$ cat src/rtl/vectadd_oci_dct_pkg.sv
// Shared widths, atom codes and frame parity helper for the OCI DCT packer.
// Imported by vectadd_nios2_qsys_0_oci_dct_packer and its frame register.
package vectadd_oci_dct_pkg;

  localparam int DCT_ATOM_W    = 2;
  localparam int DCT_MAX_ATOMS = 15;
  localparam int DCT_BUF_W     = 30;
  localparam int DCT_CNT_W     = 4;

  typedef enum logic [DCT_ATOM_W-1:0] {
    NOP   = 2'd0,
    LOAD  = 2'd1,
    STORE = 2'd2,
    SYNC  = 2'd3
  } dct_atom_e;

  function automatic logic dct_parity(
    input logic [DCT_BUF_W-1:0] data,
    input logic [DCT_CNT_W-1:0] count
  );
    return ^{data, count};
  endfunction

endpackage

$ cat src/rtl/vectadd_oci_dct_frame_reg.sv
// One-entry valid/ready holding register for packed DCT frames.
// Ports: load/load_data/load_count in, valid/data/count out, ready in; parity with VECTADD_OCI_DCT_PARITY_EN.
module vectadd_oci_dct_frame_reg
  import vectadd_oci_dct_pkg::*;
(
  input  logic                 clk,
  input  logic                 reset_n,
  input  logic                 load,
  input  logic [DCT_BUF_W-1:0] load_data,
  input  logic [DCT_CNT_W-1:0] load_count,
  input  logic                 ready,
  output logic                 valid,
  output logic [DCT_BUF_W-1:0] data,
  output logic [DCT_CNT_W-1:0] count
`ifdef VECTADD_OCI_DCT_PARITY_EN
  ,
  output logic                 parity
`endif
);

  always_ff @(posedge clk or negedge reset_n) begin
    if (!reset_n) begin
      valid <= 1'b0;
      data  <= '0;
      count <= '0;
    end else if (load) begin
      valid <= 1'b1;
      data  <= load_data;
      count <= load_count;
    end else if (valid && ready) begin
      valid <= 1'b0;
    end
  end

`ifdef VECTADD_OCI_DCT_PARITY_EN
  // Parity travels with the frame so it holds while data holds.
  always_ff @(posedge clk or negedge reset_n) begin
    if (!reset_n) begin
      parity <= 1'b0;
    end else if (load) begin
      parity <= dct_parity(load_data, load_count);
    end
  end
`endif

endmodule

$ cat src/rtl/vectadd_nios2_qsys_0_oci_dct_packer.sv
// Packs 2-bit trace atoms LSB-first into 30-bit frames with a 4-bit count.
// Ports: atm_valid/atm_code/atm_ready in, flush, live dct_buffer/dct_count, frame_* out; parity with VECTADD_OCI_DCT_PARITY_EN.
module vectadd_nios2_qsys_0_oci_dct_packer
  import vectadd_oci_dct_pkg::*;
(
  input  logic                  clk,
  input  logic                  reset_n,
  input  logic                  atm_valid,
  input  logic [DCT_ATOM_W-1:0] atm_code,
  output logic                  atm_ready,
  input  logic                  flush,
  output logic [DCT_BUF_W-1:0]  dct_buffer,
  output logic [DCT_CNT_W-1:0]  dct_count,
  output logic                  frame_valid,
  output logic [DCT_BUF_W-1:0]  frame_data,
  output logic [DCT_CNT_W-1:0]  frame_count,
  input  logic                  frame_ready
`ifdef VECTADD_OCI_DCT_PARITY_EN
  ,
  output logic                  frame_parity
`endif
);

  logic                 flush_pend;
  logic                 out_free;
  logic                 full;
  logic                 acc;
  logic                 launch;
  logic [DCT_BUF_W-1:0] ins;

  always_comb begin
    out_free  = !frame_valid || frame_ready;
    full      = dct_count == DCT_CNT_W'(DCT_MAX_ATOMS);
    atm_ready = !full || out_free;
    acc       = atm_valid && atm_ready;
    launch    = out_free &&
                (full || ((flush || flush_pend) && dct_count != '0));
    ins = '0;
    for (int i = 0; i < DCT_MAX_ATOMS; i++) begin
      if (dct_count == DCT_CNT_W'(i)) begin
        ins[DCT_ATOM_W*i +: DCT_ATOM_W] = atm_code;
      end
    end
  end

  always_ff @(posedge clk or negedge reset_n) begin
    if (!reset_n) begin
      dct_buffer <= '0;
      dct_count  <= '0;
      flush_pend <= 1'b0;
    end else begin
      if (launch) begin
        // A refill atom on the launch cycle becomes slot 0.
        dct_buffer <= acc ? DCT_BUF_W'(atm_code) : '0;
        dct_count  <= acc ? DCT_CNT_W'(1) : '0;
      end else if (acc) begin
        dct_buffer <= dct_buffer | ins;
        dct_count  <= dct_count + DCT_CNT_W'(1);
      end
      // Flush on an empty buffer is kept only if an atom arrives with it.
      if (launch) begin
        flush_pend <= 1'b0;
      end else if (dct_count == '0 && !acc) begin
        flush_pend <= 1'b0;
      end else begin
        flush_pend <= flush || flush_pend;
      end
    end
  end

  vectadd_oci_dct_frame_reg u_frame_reg (
    .clk        (clk),
    .reset_n    (reset_n),
    .load       (launch),
    .load_data  (dct_buffer),
    .load_count (dct_count),
    .ready      (frame_ready),
    .valid      (frame_valid),
    .data       (frame_data),
    .count      (frame_count)
`ifdef VECTADD_OCI_DCT_PARITY_EN
    ,
    .parity     (frame_parity)
`endif
  );

endmodule

$ cat config.mk
export PLATFORM = sky130hd
export DESIGN_NAME = vectadd_nios2_qsys_0_oci_dct_packer
export DESIGN_NICKNAME = d
export VERILOG_FILES = /design/src/rtl/vectadd_oci_dct_pkg.sv /design/src/rtl/vectadd_oci_dct_frame_reg.sv /design/src/rtl/vectadd_nios2_qsys_0_oci_dct_packer.sv
export SDC_FILE = /design/constraint.sdc
export NUM_CORES = 1
export LEC_CHECK = 0
export ABC_AREA = 1
export ABC_CLOCK_PERIOD_IN_PS = 1600
export BUFFER_PORTS_ARGS = -buffer_cell sky130_fd_sc_hd__buf_4
export CORE_ASPECT_RATIO = 2
export CORE_MARGIN = 1.5
export CORE_UTILIZATION = 32
export CTS_BUF_LIST = sky130_fd_sc_hd__clkbuf_8
export DETAILED_ROUTE_END_ITERATION = 10
export PLACE_DENSITY_LB_ADDON = 0.1
export SYNTH_ARGS = -nofsm -noshare
export SYNTH_HDL_FRONTEND = slang
export SYNTH_SLANG_ARGS = --single-unit
export TNS_END_PERCENT = 1
$ cat constraint.sdc
create_clock -name clk -period 1.6 [get_ports clk]
set_input_delay 0.32 -clock clk [delete_from_list [all_inputs] [get_ports clk]]
set_output_delay 0.32 -clock clk [all_outputs]
set_load 0.005 [all_outputs]
==> results.cfg, run 1 <==
[outcome]
outcome = finished with violations
failed_checks = setup timing

[die]
row_count = 50
ios = 77
fp.dieW_um = 72.1
initial_core_util_pct = 32.8
die_height_um = 141
core_um2 = 9320
dieArea_um2 = 10200

[layout]
fillers = 929
final-seq-area_um2 = 1750
fin_util_pct = 45.6
drive_above_1_share_pct = 29.7
nets = 466
area_delta_synth_final_pct = 39.1
diodes = 0
final_cell_mix = buf_4, nand2_1, dfrtp_1, inv_1, o21ai_1
final_cell_area_um2 = 4250
multi_input_area_um2 = 1090
layout_commonest_cell = buf_4

[synthesis]
synth_cell_type_count = 20
yosysSeqAreaShare_pct = 57.3
yosys_warnings = 0
syn-cell-area_um2 = 3060
synth-seq-cells = 70
avgSynthCellArea_um2 = 8.66
syn_inst = 353
syn_nets = 364

[timing]
tns_ns = -0.0101
finalSetupViolations = 1
finalClockSkew_ns = 0.00536
fin_ws_ns = -0.0101
fin_crit_sh_pct = 101
max_freq_ghz = 0.621
worst_slew_pin_slew_ns = 0.374
rsz0062_at_grt = true
relSlewSlack_pct = 75.1
fin_crit_ns = 1.61
finalMaxSlewViolations = 0
hold_violations = 0

[grt]
grt_pass1_wl_um = 13400
grt_overflow = 0
antenna_found_initial = 0
grt_util_all_layers_pct = 17.4
grt_max_degree = 38
grt_pass1_vias = 2598

[drt]
finalWirelength_um = 8440
ant_nets = 0
post_drt_wl_per_cell_um = 15.0
route.detailed.drc = 0
viasPerCell = 4.73
vias = 2660
drt-initial-drc-count = 153
firstDrtPassIters = 4

[power_and_ir_drop]
power.leakage_nw = 2.15
ir_drop_mv = 0.887
fin_total_pwr_mw = 6.40
powerDensity_nw_per_um2 = 1500

[worst_setup_path]
crit_required_ns = 1.28
worstPathCellList = ha_4, inv_2, nor2_4, nand2_2, buf_6
critPathKind = flop to output pin
cp-end-kind = output pin
worst_path_max_delay_cell = dfrtp_1
crit_family = flip-flops
crit_fanout = 4
start_kind = flop
max_stage_delay_ns = 0.44
cp.buffers_inverters = 2
crit_arrival_ns = 1.29

[worst_hold_path]
hold_class = input port to flop

[clock_tree]
clkSlewWorstSetupHoldPaths_ns = 0.07
htree_levels = 3
numCtsBuffers = 9
insertion_delay_ns = 0.35
cts_buffer_depth = 2
cts_sinks = 70
cts_root_buffer = clkbuf_8
cts_tree = yes

[placement]
dp_hpwl_um = 5810
gp_congestion = 0.836
portBuffers = 76
dpl_cell_area_um2 = 3910

[flow_run]
drv_cap = 0
[cell type report]
class,instances,area share [%]
repair buffers,107,21.9
clock inverters,4,0.412
multi-input cells,216,25.7
inverters,51,4.50
clock buffers,10,3.24
flip-flops and latches,70,41.2
well taps,104,3.06
[power breakdown]
group	switching (mW)	total, mW	internal [mW]
Combinational	1.54	2.88	1.33
Clock	0.636	1.21	0.571
Sequential	0.231	2.31	2.08
[per-layer routing]
layer	vias to the layer above	GRT usage [%]	wire (µm)
li1	1325	-	-
met3	14	4.00	335
met2	58	29.1	4510
met4	0	7.25	191
met1	1263	21.2	3400
met5	-	0	0
[registers in the layout (all words and copies together) (netlist names)]
register / cells
dct_count: 4
u_frame_reg.count: 4
flush_pend: 1
u_frame_reg.data: 30
u_frame_reg.valid: 1
dct_buffer: 30
[synthesized netlist by cell type (all sizes together)]
library cell,instances,area (µm²)
nor2,13,58.8
or2,1,6.26
nor3,2,10.0
nand4,1,6.26
nand2,85,327
buf,16,106
nand3,31,155
ha,4,50.1
inv,51,191
dfrtp,70,1750
clkbuf,1,3.75
o21ai,74,370
a21oi,4,20.0
[worst paths after layout]
kind,startpoint,to,slack (ns),depth (start not counted)
setup reg to reg,dct_count[0]$_DFFE_PN0P_,dct_buffer[26]$_DFFE_PN0P_,0.04,9
max in group asynchronous,reset_n,dct_buffer[9]$_DFFE_PN0P_,0.67,3
hold / removal,flush,flush_pend$_DFF_PN0_,0.37,4
hold reg to reg,u_frame_reg.data[19]$_DFFE_PN0N_,u_frame_reg.data[19]$_DFFE_PN0N_,0.49,2
setup / recovery,dct_count[0]$_DFFE_PN0P_,atm_ready,-0.01,5
min in group asynchronous,reset_n,u_frame_reg.data[14]$_DFFE_PN0N_,0.43,2
[worst min-delay path, cell delays in order]
cell and delay (ns):
buf_4 0.07, or2_2 0.10, nand2_1 0.05, a21oi_1 0.13
[per-stage QoR]
| step | hold WS (ns) | setup slack (ns) | std cells |
|---|---|---|---|
| floorplan | 0.0244 | 0.0520 | 353 |
| global placement | 0.271 | 0.0351 | 538 |
| detailed placement | 0.268 | 0.00229 | 538 |
| CTS | 0.288 | -0.0160 | 557 |
| global route | 0.402 | -0.0950 | 562 |
| finish | 0.368 | -0.0101 | 562 |
[kinds of logic (layout without fill, tap and decap cells)]
kind of cell               Yosys count  after routing  share of synthesized area (%)
and+or+nand+nor                    133            134                           18.4
adders and majority gates            4              4                           1.64
AOI/OAI and AO/OA                   78             78                           12.8
DFF                                 70             70                           57.3
buffers and inverters               68            172                           9.86
[timing repair]
item,4_1_cts,5_1_grt
pin swaps,3,3
gates resized for setup,6,15
buffers inserted,4,2
endpoints found under the setup margin,5,70
cloned,0,3
hold endpoints to repair,23,0
hold buffers,1,0
No activity file was read; power rests on OpenSTA's default activity.
==> run 2: changes to the inputs <==
Settings changed: SETUP_SLACK_MARGIN set to 0.3.
==> run 2 against run 1 <==
The run now ends clean. Via count up 1.1%. First-iteration DRC count shrank 36%. Count of clock-buffer cells in the layout grew 1. Maximum frequency rose by 2.8%. Cell area is 6.5% higher. Largest cell class unchanged. Global-route usage rose by 0.21 points. Wire length is 0.84% lower.
==> results.cfg, run 2 (synthesis results as in run 1) <==
[layout]
final-seq-area_um2 = 1760
diodes = 0
nets = 461
fin_util_pct = 48.6
layout_commonest_cell = buf_4
fillers = 915
multi_input_area_um2 = 1360
final_cell_area_um2 = 4530
drive_above_1_share_pct = 47.3
reg.largest.list = dct_buffer x30, u_frame_reg.data x30
final_cell_mix = buf_4, dfrtp_1, o21ai_1, inv_1, nand2_2
area_delta_synth_final_pct = 48.1

[drt]
ant_nets = 0
post_drt_wl_per_cell_um = 15.0
drt-initial-drc-count = 98
finalWirelength_um = 8370
route.detailed.drc = 0
vias = 2689
firstDrtPassIters = 4
viasPerCell = 4.81

[die]
fp.dieW_um = 72.1
dieArea_um2 = 10200
row_count = 50
core_um2 = 9320
initial_core_util_pct = 32.8
die_height_um = 141
ios = 77

[worst_setup_path]
max_stage_delay_ns = 0.40
crit_fanout = 3
crit_required_ns = 1.28
crit_family = flip-flops
worst_path_max_delay_cell = dfrtp_2
critPathKind = flop to output pin
cp.buffers_inverters = 2
cp-end-kind = output pin
crit_arrival_ns = 1.25
worstPathCellList = ha_4, inv_4, nor2_4, nand2_2, buf_6
start_kind = flop

[clock_tree]
insertion_delay_ns = 0.35
clkSlewWorstSetupHoldPaths_ns = 0.07
cts_buffer_depth = 2
cts_root_buffer = clkbuf_8
numCtsBuffers = 9
cts_sinks = 70
htree_levels = 3
cts_tree = yes

[timing]
finalSetupViolations = 0
fin_crit_ns = 1.57
whs_ns = 0.367
finalMaxSlewViolations = 0
relSlewSlack_pct = 76.9
finalClockSkew_ns = 0.00689
max_freq_ghz = 0.638
fin_crit_sh_pct = 97.9
worst_slew_pin_slew_ns = 0.346
hold_violations = 0
fin_ws_ns = 0.0333
rsz0062_at_grt = true

[grt]
grt_pass1_vias = 2701
grt_util_all_layers_pct = 17.6
grt_max_degree = 42
grt_pass1_wl_um = 13600
grt_overflow = 0
antenna_found_initial = 0

[power_and_ir_drop]
powerDensity_nw_per_um2 = 1500
fin_total_pwr_mw = 6.81
ir_drop_mv = 0.882
power.leakage_nw = 2.19

[outcome]
outcome = finished clean

[placement]
gp_congestion = 0.777
post-place-ws_ns = 0.0187
dpl_cell_area_um2 = 3920
dp_hpwl_um = 5960
portBuffers = 76

[flow_run]
drv_cap = 0

[worst_hold_path]
hold_class = input port to flop
==> run 2: changes by cell type in the layout (fill, tap and decap cells not counted), sizes merged <==
cell | before | now
buf | 104 | 100
clkinv | 2 | 3
inv | 53 | 51
clkinvlp | 0 | 2
==> run 2: path summary, 6_finish.rpt <==
kind | startpoint | end | slack [ns] | cells past startpoint
worst max-delay path | dct_count[1]$_DFFE_PN0P_ | atm_ready | 0.03 | 5
worst min-delay path | atm_code[1] | dct_buffer[11]$_DFFE_PN0P_ | 0.37 | 5
worst max register to register | dct_count[1]$_DFFE_PN0P_ | dct_count[0]$_DFFE_PN0P_ | 0.05 | 11
worst min register to register | u_frame_reg.data[0]$_DFFE_PN0N_ | u_frame_reg.data[0]$_DFFE_PN0N_ | 0.48 | 2
max in group asynchronous | reset_n | dct_count[2]$_DFFE_PN0P_ | 0.69 | 3
min in group asynchronous | reset_n | u_frame_reg.data[17]$_DFFE_PN0N_ | 0.40 | 2
==> run 2: cell type report <==
class                      count  area share, %
timing repair buffer         102           20.0
inverter                      51           4.45
clock inverter                 5          0.580
tap                          104           2.87
clock buffer                  11           3.34
sequential                    70           38.8
multi-input combinational    216           30.0
==> run 2: metal layers <==
layer  global-route usage (%)  up-vias  part of all wire, %
met5                        0        -                    0
li1                         -     1325                    -
met3                     3.57       13                  3.3
met1                     21.2     1297                   41
met2                     29.8       54                   54
met4                     7.94        0                  2.2
==> run 2: stage by stage <==
| stage | std cells | setup TNS, ns |
|---|---|---|
| 4_1_cts | 556 | -0.00457 |
| 3_3_place_gp | 539 | 0 |
| 5_1_grt | 559 | -0.195 |
| 3_5_place_dp | 539 | 0 |
| 6_report | 559 | 0 |
| 2_1_floorplan | 353 | 0 |
==> run 2: repair_timing <==
| action | in CTS | in global routing |
|---|---|---|
| cloned | 0 | 2 |
| endpoints found under the setup margin | 75 | 75 |
| pin swaps | 69 | 4 |
| setup buffers | 0 | 1 |
| hold buffers | 1 | 0 |
| endpoints found under the hold margin | 19 | 0 |
| resized for setup | 116 | 7 |
==> run 2: worst register-to-register path, stage by stage, from the launching register on <==
cell and delay (ns):
dfrtp_2 0.44, inv_2 0.11, ha_4 0.16, nand2_4 0.06, nand2_4 0.09, nand2_4 0.08
nand2_8 0.13, buf_12 0.20, nand2_2 0.06, nand2_1 0.05, nand2_1 0.05, inv_1 0.04
==> run 2: where the power goes <==
part           leakage (nW)  switching (mW)  total (mW)  internal, mW
registers             0.952           0.245        2.33          2.09
clock network         0.102           0.659        1.29         0.633
logic                  1.13            1.84        3.19          1.35
total                  2.19            2.75        6.81          4.07
